$ cat src/rtl/front_panel_input.sv
// Front-panel input front end: 4x4 hex keypad scan/debounce into a 16-bit entry
// value, plus debounced command buttons that emit one-clock pulses and consume the entry.
module front_panel_input #(
  parameter int SCAN_CYCLES = 1000,
  parameter int KEY_STABLE  = 3,
  parameter int DEB_CYCLES  = 50000
) (
  input  logic        clk,
  input  logic        rst_n,
  output logic [3:0]  col_n,
  input  logic [3:0]  row_n,
  input  logic [12:0] btn_n,
  output logic        b_step,
  output logic        b_reset,
  output logic        b_runhalt,
  output logic        b_storeinc,
  output logic        b_irq,
  output logic        b_dec,
  output logic        b_load,
  output logic        b_toA,
  output logic        b_toSP,
  output logic        b_toX,
  output logic        b_toY,
  output logic        b_toPC,
  output logic [15:0] userInput,
  output logic        inputValid,
  output logic [2:0]  digit_count,
  output logic        key_strobe
);
  localparam int SW = (SCAN_CYCLES > 1) ? $clog2(SCAN_CYCLES) : 1;
  localparam int DW = (DEB_CYCLES > 1) ? $clog2(DEB_CYCLES) : 1;
  localparam int KW = $clog2(KEY_STABLE + 1);
  localparam logic [0:0] ST_IDLE = 1'b0;
  localparam logic [0:0] ST_HELD = 1'b1;

  logic [3:0]       row_s1_q, row_s2_q;
  logic [12:0]      btn_s1_q, btn_s2_q;
  logic [SW-1:0]    scan_cnt_q, scan_cnt_d;
  logic [1:0]       col_q, col_d;
  logic [1:0]       nkeys_q, nkeys_d;
  logic [3:0]       code_q, code_d;
  logic [0:0]       state_q, state_d;
  logic [KW-1:0]    stab_q, stab_d, stab_nx;
  logic [3:0]       last_q, last_d;
  logic [15:0]      entry_q, entry_d;
  logic [2:0]       dcnt_q, dcnt_d;
  logic             strobe_q, strobe_d;
  logic [DW-1:0]    deb_cnt_q, deb_cnt_d;
  logic [12:0][1:0] hist_q, hist_d;
  logic [12:0]      deb_q, deb_d;
  logic [11:0]      pulse_q, pulse_d;

  logic        dwell_end, scan_end, tick, accept, clr, consume;
  logic [2:0]  n_col, tot;
  logic [1:0]  r_col;
  logic [3:0]  mcode;
  logic [12:0] btn_p, rise;

  always_comb begin
    dwell_end = scan_cnt_q == SW'(SCAN_CYCLES - 1);
    scan_end  = dwell_end && (col_q == 2'd3);
    n_col = 3'd0;
    r_col = 2'd0;
    for (int r = 0; r < 4; r++) begin
      if (!row_s2_q[r]) begin
        n_col = n_col + 3'd1;
        r_col = 2'(r);
      end
    end
    // Running key count saturates at 2 (multi); the code only matters when exactly one key is seen.
    tot   = {1'b0, nkeys_q} + n_col;
    mcode = (nkeys_q == 2'd0 && n_col == 3'd1) ? {r_col, col_q} : code_q;

    scan_cnt_d = dwell_end ? '0 : scan_cnt_q + SW'(1);
    col_d      = dwell_end ? col_q + 2'd1 : col_q;
    nkeys_d    = nkeys_q;
    code_d     = code_q;
    if (dwell_end) begin
      nkeys_d = scan_end ? 2'd0 : ((tot >= 3'd2) ? 2'd2 : tot[1:0]);
      code_d  = scan_end ? 4'd0 : mcode;
    end

    accept  = 1'b0;
    state_d = state_q;
    stab_d  = stab_q;
    last_d  = last_q;
    stab_nx = stab_q + KW'(1);
    if (scan_end) begin
      if (state_q == ST_IDLE) begin
        if (tot == 3'd1) begin
          if (stab_q == '0 || mcode != last_q) stab_nx = KW'(1);
          last_d = mcode;
          if (stab_nx == KW'(KEY_STABLE)) begin
            accept  = 1'b1;
            state_d = ST_HELD;
            stab_d  = '0;
          end else begin
            stab_d = stab_nx;
          end
        end else begin
          stab_d = '0;
        end
      end else begin
        if (tot == 3'd0) begin
          if (stab_nx == KW'(KEY_STABLE)) begin
            state_d = ST_IDLE;
            stab_d  = '0;
          end else begin
            stab_d = stab_nx;
          end
        end else begin
          stab_d = '0;
        end
      end
    end

    tick      = deb_cnt_q == DW'(DEB_CYCLES - 1);
    deb_cnt_d = tick ? '0 : deb_cnt_q + DW'(1);
    btn_p     = ~btn_s2_q;
    hist_d    = hist_q;
    deb_d     = deb_q;
    if (tick) begin
      for (int i = 0; i < 13; i++) begin
        hist_d[i] = {hist_q[i][0], btn_p[i]};
        if (btn_p[i] && (&hist_q[i]))        deb_d[i] = 1'b1;
        else if (!btn_p[i] && !(|hist_q[i])) deb_d[i] = 1'b0;
      end
    end
    rise    = deb_d & ~deb_q;
    pulse_d = rise[11:0];
    clr     = rise[12];
    consume = |pulse_q;

    // A digit accepted in the same cycle as a clear/consume survives as the sole digit.
    strobe_d = accept;
    entry_d  = entry_q;
    dcnt_d   = dcnt_q;
    if (accept) begin
      if (consume || clr) begin
        entry_d = {12'h000, mcode};
        dcnt_d  = 3'd1;
      end else begin
        entry_d = {entry_q[11:0], mcode};
        dcnt_d  = (dcnt_q == 3'd4) ? 3'd4 : dcnt_q + 3'd1;
      end
    end else if (consume || clr) begin
      entry_d = '0;
      dcnt_d  = '0;
    end
  end

  always_ff @(posedge clk or negedge rst_n) begin
    if (!rst_n) begin
      row_s1_q   <= '1;
      row_s2_q   <= '1;
      btn_s1_q   <= '1;
      btn_s2_q   <= '1;
      scan_cnt_q <= '0;
      col_q      <= '0;
      nkeys_q    <= '0;
      code_q     <= '0;
      state_q    <= ST_IDLE;
      stab_q     <= '0;
      last_q     <= '0;
      entry_q    <= '0;
      dcnt_q     <= '0;
      strobe_q   <= 1'b0;
      deb_cnt_q  <= '0;
      hist_q     <= '0;
      deb_q      <= '0;
      pulse_q    <= '0;
    end else begin
      row_s1_q   <= row_n;
      row_s2_q   <= row_s1_q;
      btn_s1_q   <= btn_n;
      btn_s2_q   <= btn_s1_q;
      scan_cnt_q <= scan_cnt_d;
      col_q      <= col_d;
      nkeys_q    <= nkeys_d;
      code_q     <= code_d;
      state_q    <= state_d;
      stab_q     <= stab_d;
      last_q     <= last_d;
      entry_q    <= entry_d;
      dcnt_q     <= dcnt_d;
      strobe_q   <= strobe_d;
      deb_cnt_q  <= deb_cnt_d;
      hist_q     <= hist_d;
      deb_q      <= deb_d;
      pulse_q    <= pulse_d;
    end
  end

  assign col_n       = ~(4'b0001 << col_q);
  assign userInput   = entry_q;
  assign digit_count = dcnt_q;
  assign inputValid  = dcnt_q != 3'd0;
  assign key_strobe  = strobe_q;
  assign b_step      = pulse_q[0];
  assign b_reset     = pulse_q[1];
  assign b_runhalt   = pulse_q[2];
  assign b_storeinc  = pulse_q[3];
  assign b_irq       = pulse_q[4];
  assign b_dec       = pulse_q[5];
  assign b_load      = pulse_q[6];
  assign b_toA       = pulse_q[7];
  assign b_toSP      = pulse_q[8];
  assign b_toX       = pulse_q[9];
  assign b_toY       = pulse_q[10];
  assign b_toPC      = pulse_q[11];
endmodule

$ cat config.mk
export PLATFORM = sky130hd
export DESIGN_NAME = front_panel_input
export DESIGN_NICKNAME = d
export VERILOG_FILES = /design/src/rtl/front_panel_input.sv
export SDC_FILE = /design/constraint.sdc
export NUM_CORES = 1
export LEC_CHECK = 0
export ABC_CLOCK_PERIOD_IN_PS = 4800
export BUFFER_PORTS_ARGS = -buffer_cell sky130_fd_sc_hd__buf_2
export CORE_MARGIN = 2
export CORE_UTILIZATION = 36
export CTS_BUF_LIST = sky130_fd_sc_hd__clkbuf_2 sky130_fd_sc_hd__clkbuf_4 sky130_fd_sc_hd__clkbuf_8
export CTS_CLUSTER_SIZE = 10
export DETAILED_ROUTE_END_ITERATION = 10
export SLEW_MARGIN = 30
export SYNTH_ARGS = -nofsm -noshare
export SYNTH_HDL_FRONTEND = slang
export SYNTH_SLANG_ARGS = --single-unit
$ cat constraint.sdc
create_clock -name clk -period 4.8 [get_ports clk]
set_clock_uncertainty 0.15 [all_clocks]
set_input_delay 0.96 -clock clk [delete_from_list [all_inputs] [get_ports clk]]
set_output_delay 0.96 -clock clk [all_outputs]
set_load 0.05 [all_outputs]
==> impl_results.md <==
* Status: completed
* Met3 WL at 471 µm
* Row cnt at 47
* Clock latency on the worst-skew pair at between 0.4 and 0.5 ns
* Syn Nets at around 580
* First-pass DRT Iterations at 6
* CTS tree: done
* Hold Startpoint: btn_s1_q[5]
* Synth area leader: dfrtp_1
* Cells after Synth at 542
* Global-route wire length before repair at slightly above 20000 µm
* Worst path arrival time at between 4 and 5 ns
* Leak Pwr at roughly 3.3 nW
* Fin. Hold Viols at 0
* Total negative slack at 0 ns
* Power Dens Cells at 333 mW/mm²
* Clock sink total at around 150
* Fin nets at 639
* Die X at between 100 and 150 µm
* Reg2reg start: row_s2_q[1]
* Utilization after layout at 0.426
* GRT Total Usage at 0.143
* Clock buffer count from CTS at 17
* Die area at between 0.015 and 0.02 mm²
* Post-CTS Resized at 0
* Initial drt markers at about 270
* Pre-CTS setup slack at ~0.55 ns
* Antenna violations before repair at 0
* Synth Flop Type: dfrtp_1
* Max-Cap Viols at 0
* WP data required at ~5.0 ns
* Root Driver: clkbuf_8
* Commonest non-fill, non-tap cell in the layout: dfrtp_1
* Tcrit/Tclk final at 0.890
* EDFF count, synth at 0
* Clk buf depth at 2
* Max Clk Rate at 234 MHz
* Final setup viols at 0
* Post-synth cell types at 54
* Layout cells sized above 1 at 0.248
* Postcts setup bufs at 0
* Hold_buf cts at 0
* Worst-Margin Slew at between 0.8 and 0.9 ns
* Vias per cell at 5.01
* Synth area leaders: dfrtp_1, dfstp_2, a21oi_1
* Crit path max fanout at 8
* Yosys warns at 0
* Post-DP HPWL at roughly 8500 µm
* Clock-pin slew on the worst setup and hold paths at around 0.080 ns
* Routed vias at around 4200
* Die extent in y at around 140 µm
* Crit. End Element: flip-flop
* Detail Route met2 WL at 6150 µm
* Largest net degree at the start of global routing at 90
* Worst stage delay on the critical path at around 0.56 ns
* Cell mode on critical path: ha_1
* Port buffer count at between 50 and 60
* Critical setup path kind: flip-flop to flip-flop
* Seq/Total Area, Yosys at 0.597
* Slowest CP cell: dfstp_2
* Fill count at between 1500 and 2000
* Max IR drop VDD at around 0.30 mV
* Mapped Avg Cell Area at ~11 µm²
* Max-slew violation count at 0
* Starting Density at 0.371
* Top sig layer: met4
* Layout Area Growth over Synthesis at 14.8%
* Synth async-reset ratio at 1.00
* Final worst slack at 0.527 ns
* Worst Hold Class: flip-flop to flip-flop
* Post-route ant nets at 0
* Critical Path Source Type: flip-flop
* Final min period at about 4.3 ns
* Critical Path Start: row_s2_q[1]
* Synth Cell Area at approximately 0.0062 mm²
* Core Area at 0.0167 mm²
* Slew headroom at 0.457
* WL per Instance at approximately 15 µm
* Final WL at ~12000 µm
* RSZ-0062 raised after global routing: false
* Crit-path cells: inv_1 > ha_1 > xnor2_1 > ha_1 > mux2_2 > fa_1 > xor3_2 > or3b_4 > nor4b_4 > buf_4 > nand4_1 > a21oi_1
* Met1 wire length at between 5000 and 6000 µm
* # diodes at 0
* Commonest non-fill, non-tap cells in the layout: dfrtp_1, nor2_1, buf_2
* Vias in the first global route at around 4300
* Design Power at between 0.002 and 0.0025 W
* RePlAce Congestion at around 0.75
* # DRC at 0
* H-tree levels at 4
* Synth Register Bits at around 150
* GRT Residual Overflow at 0
* Share of the synthesized area in the top cell type at 0.453
* Io pins at 56
## layout make-up
type	count	area, µm²	area share
Inverter	31	116	0.0164
Tap cell	220	275	0.0387
Clock inverter	13	175	0.0246
Multi-Input combinational cell	345	2260	0.318
Sequential cell	146	3700	0.520
Timing Repair Buffer	62	334	0.0470
Clock buffer	19	249	0.0350
## power by group
group	internal [W]	switching [W]
combinational	0.0000293	0.0000528
sequential	0.00126	0.00000951
clock	0.000537	0.000483
total	0.00182	0.000545
## cells by family after synthesis
family / synth area share
compound gates: 0.0895
xor+xnor: 0.0465
fa+ha+maj: 0.0356
buf+inv: 0.0392
flops: 0.597
mux: 0.0386
simple gates: 0.154
## registers in the layout (all words and copies together), names as in the netlist, 2 cells and up
| name | cells |
|---|---|
| row_s1_q | 4 |
| last_q | 4 |
| deb_cnt_q | 16 |
| digit_count | 3 |
| deb_q | 13 |
| pulse_q | 12 |
| hist_q | 26 |
| row_s2_q | 4 |
| stab_q | 2 |
| userInput | 16 |
| nkeys_q | 2 |
| btn_s1_q | 13 |
| col_q | 2 |
| code_q | 4 |
| scan_cnt_q | 10 |
| btn_s2_q | 13 |
## worst max-delay path, delay by kind of cell (launching register included)
family	cells	cell delay, ns
compound gates	1	0.20
simple gates	3	1.01
buf+inv	2	0.30
flops	1	0.56
xor+xnor	2	0.67
mux	1	0.28
fa+ha+maj	3	1.01
## synth_stat cells, types with 2 or more instances
library cell	number
nand2_1	25
nor4bb_1	2
o21a_1	2
nand4b_1	2
nand4_1	23
nor4_1	5
and3b_1	3
a31oi_1	12
xor2_1	13
mux2i_1	7
nor2b_1	4
buf_1	4
and4_1	2
and3_1	6
buf_6	4
o31ai_1	2
nand3_1	12
mux2_2	15
inv_1	31
xnor2_1	17
dfrtp_1	112
a21oi_1	42
nand3b_1	12
ha_1	16
nor3_1	15
or3_1	2
dfstp_2	34
clkbuf_1	7
a22o_1	2
o22ai_1	4
nor2_1	56
o21ai_0	26
a21o_1	2
## layer usage
metal | global-route usage | up-vias
li1 | - | 2013
met1 | 0.180 | 2072
met2 | 0.238 | 88
met3 | 0.0415 | 17
met4 | 0.0434 | 0
met5 | 0 | -
## metrics by stage
stage               std cells  cell area (µm²)  hold slack (ns)
floorplan                 542             6190            0.195
global placement          804             6680            0.195
detailed placement        804             6680            0.197
CTS                       836             7100            0.206
global route              836             7110            0.206
finish                    836             7110            0.202
## path summary, 6_finish.rpt
path	slack, ns	endpoint	cells after the start
worst max-delay path	0.53	digit_count[1]	12
worst min-delay path	0.20	btn_s2_q[5]	0
worst max register to register	0.53	digit_count[1]	12
worst min register to register	0.20	btn_s2_q[5]	0
max in group asynchronous	3.14	btn_s2_q[3]	2
min in group asynchronous	0.41	col_q[0]	1
Power figures use the tool's default switching activity.
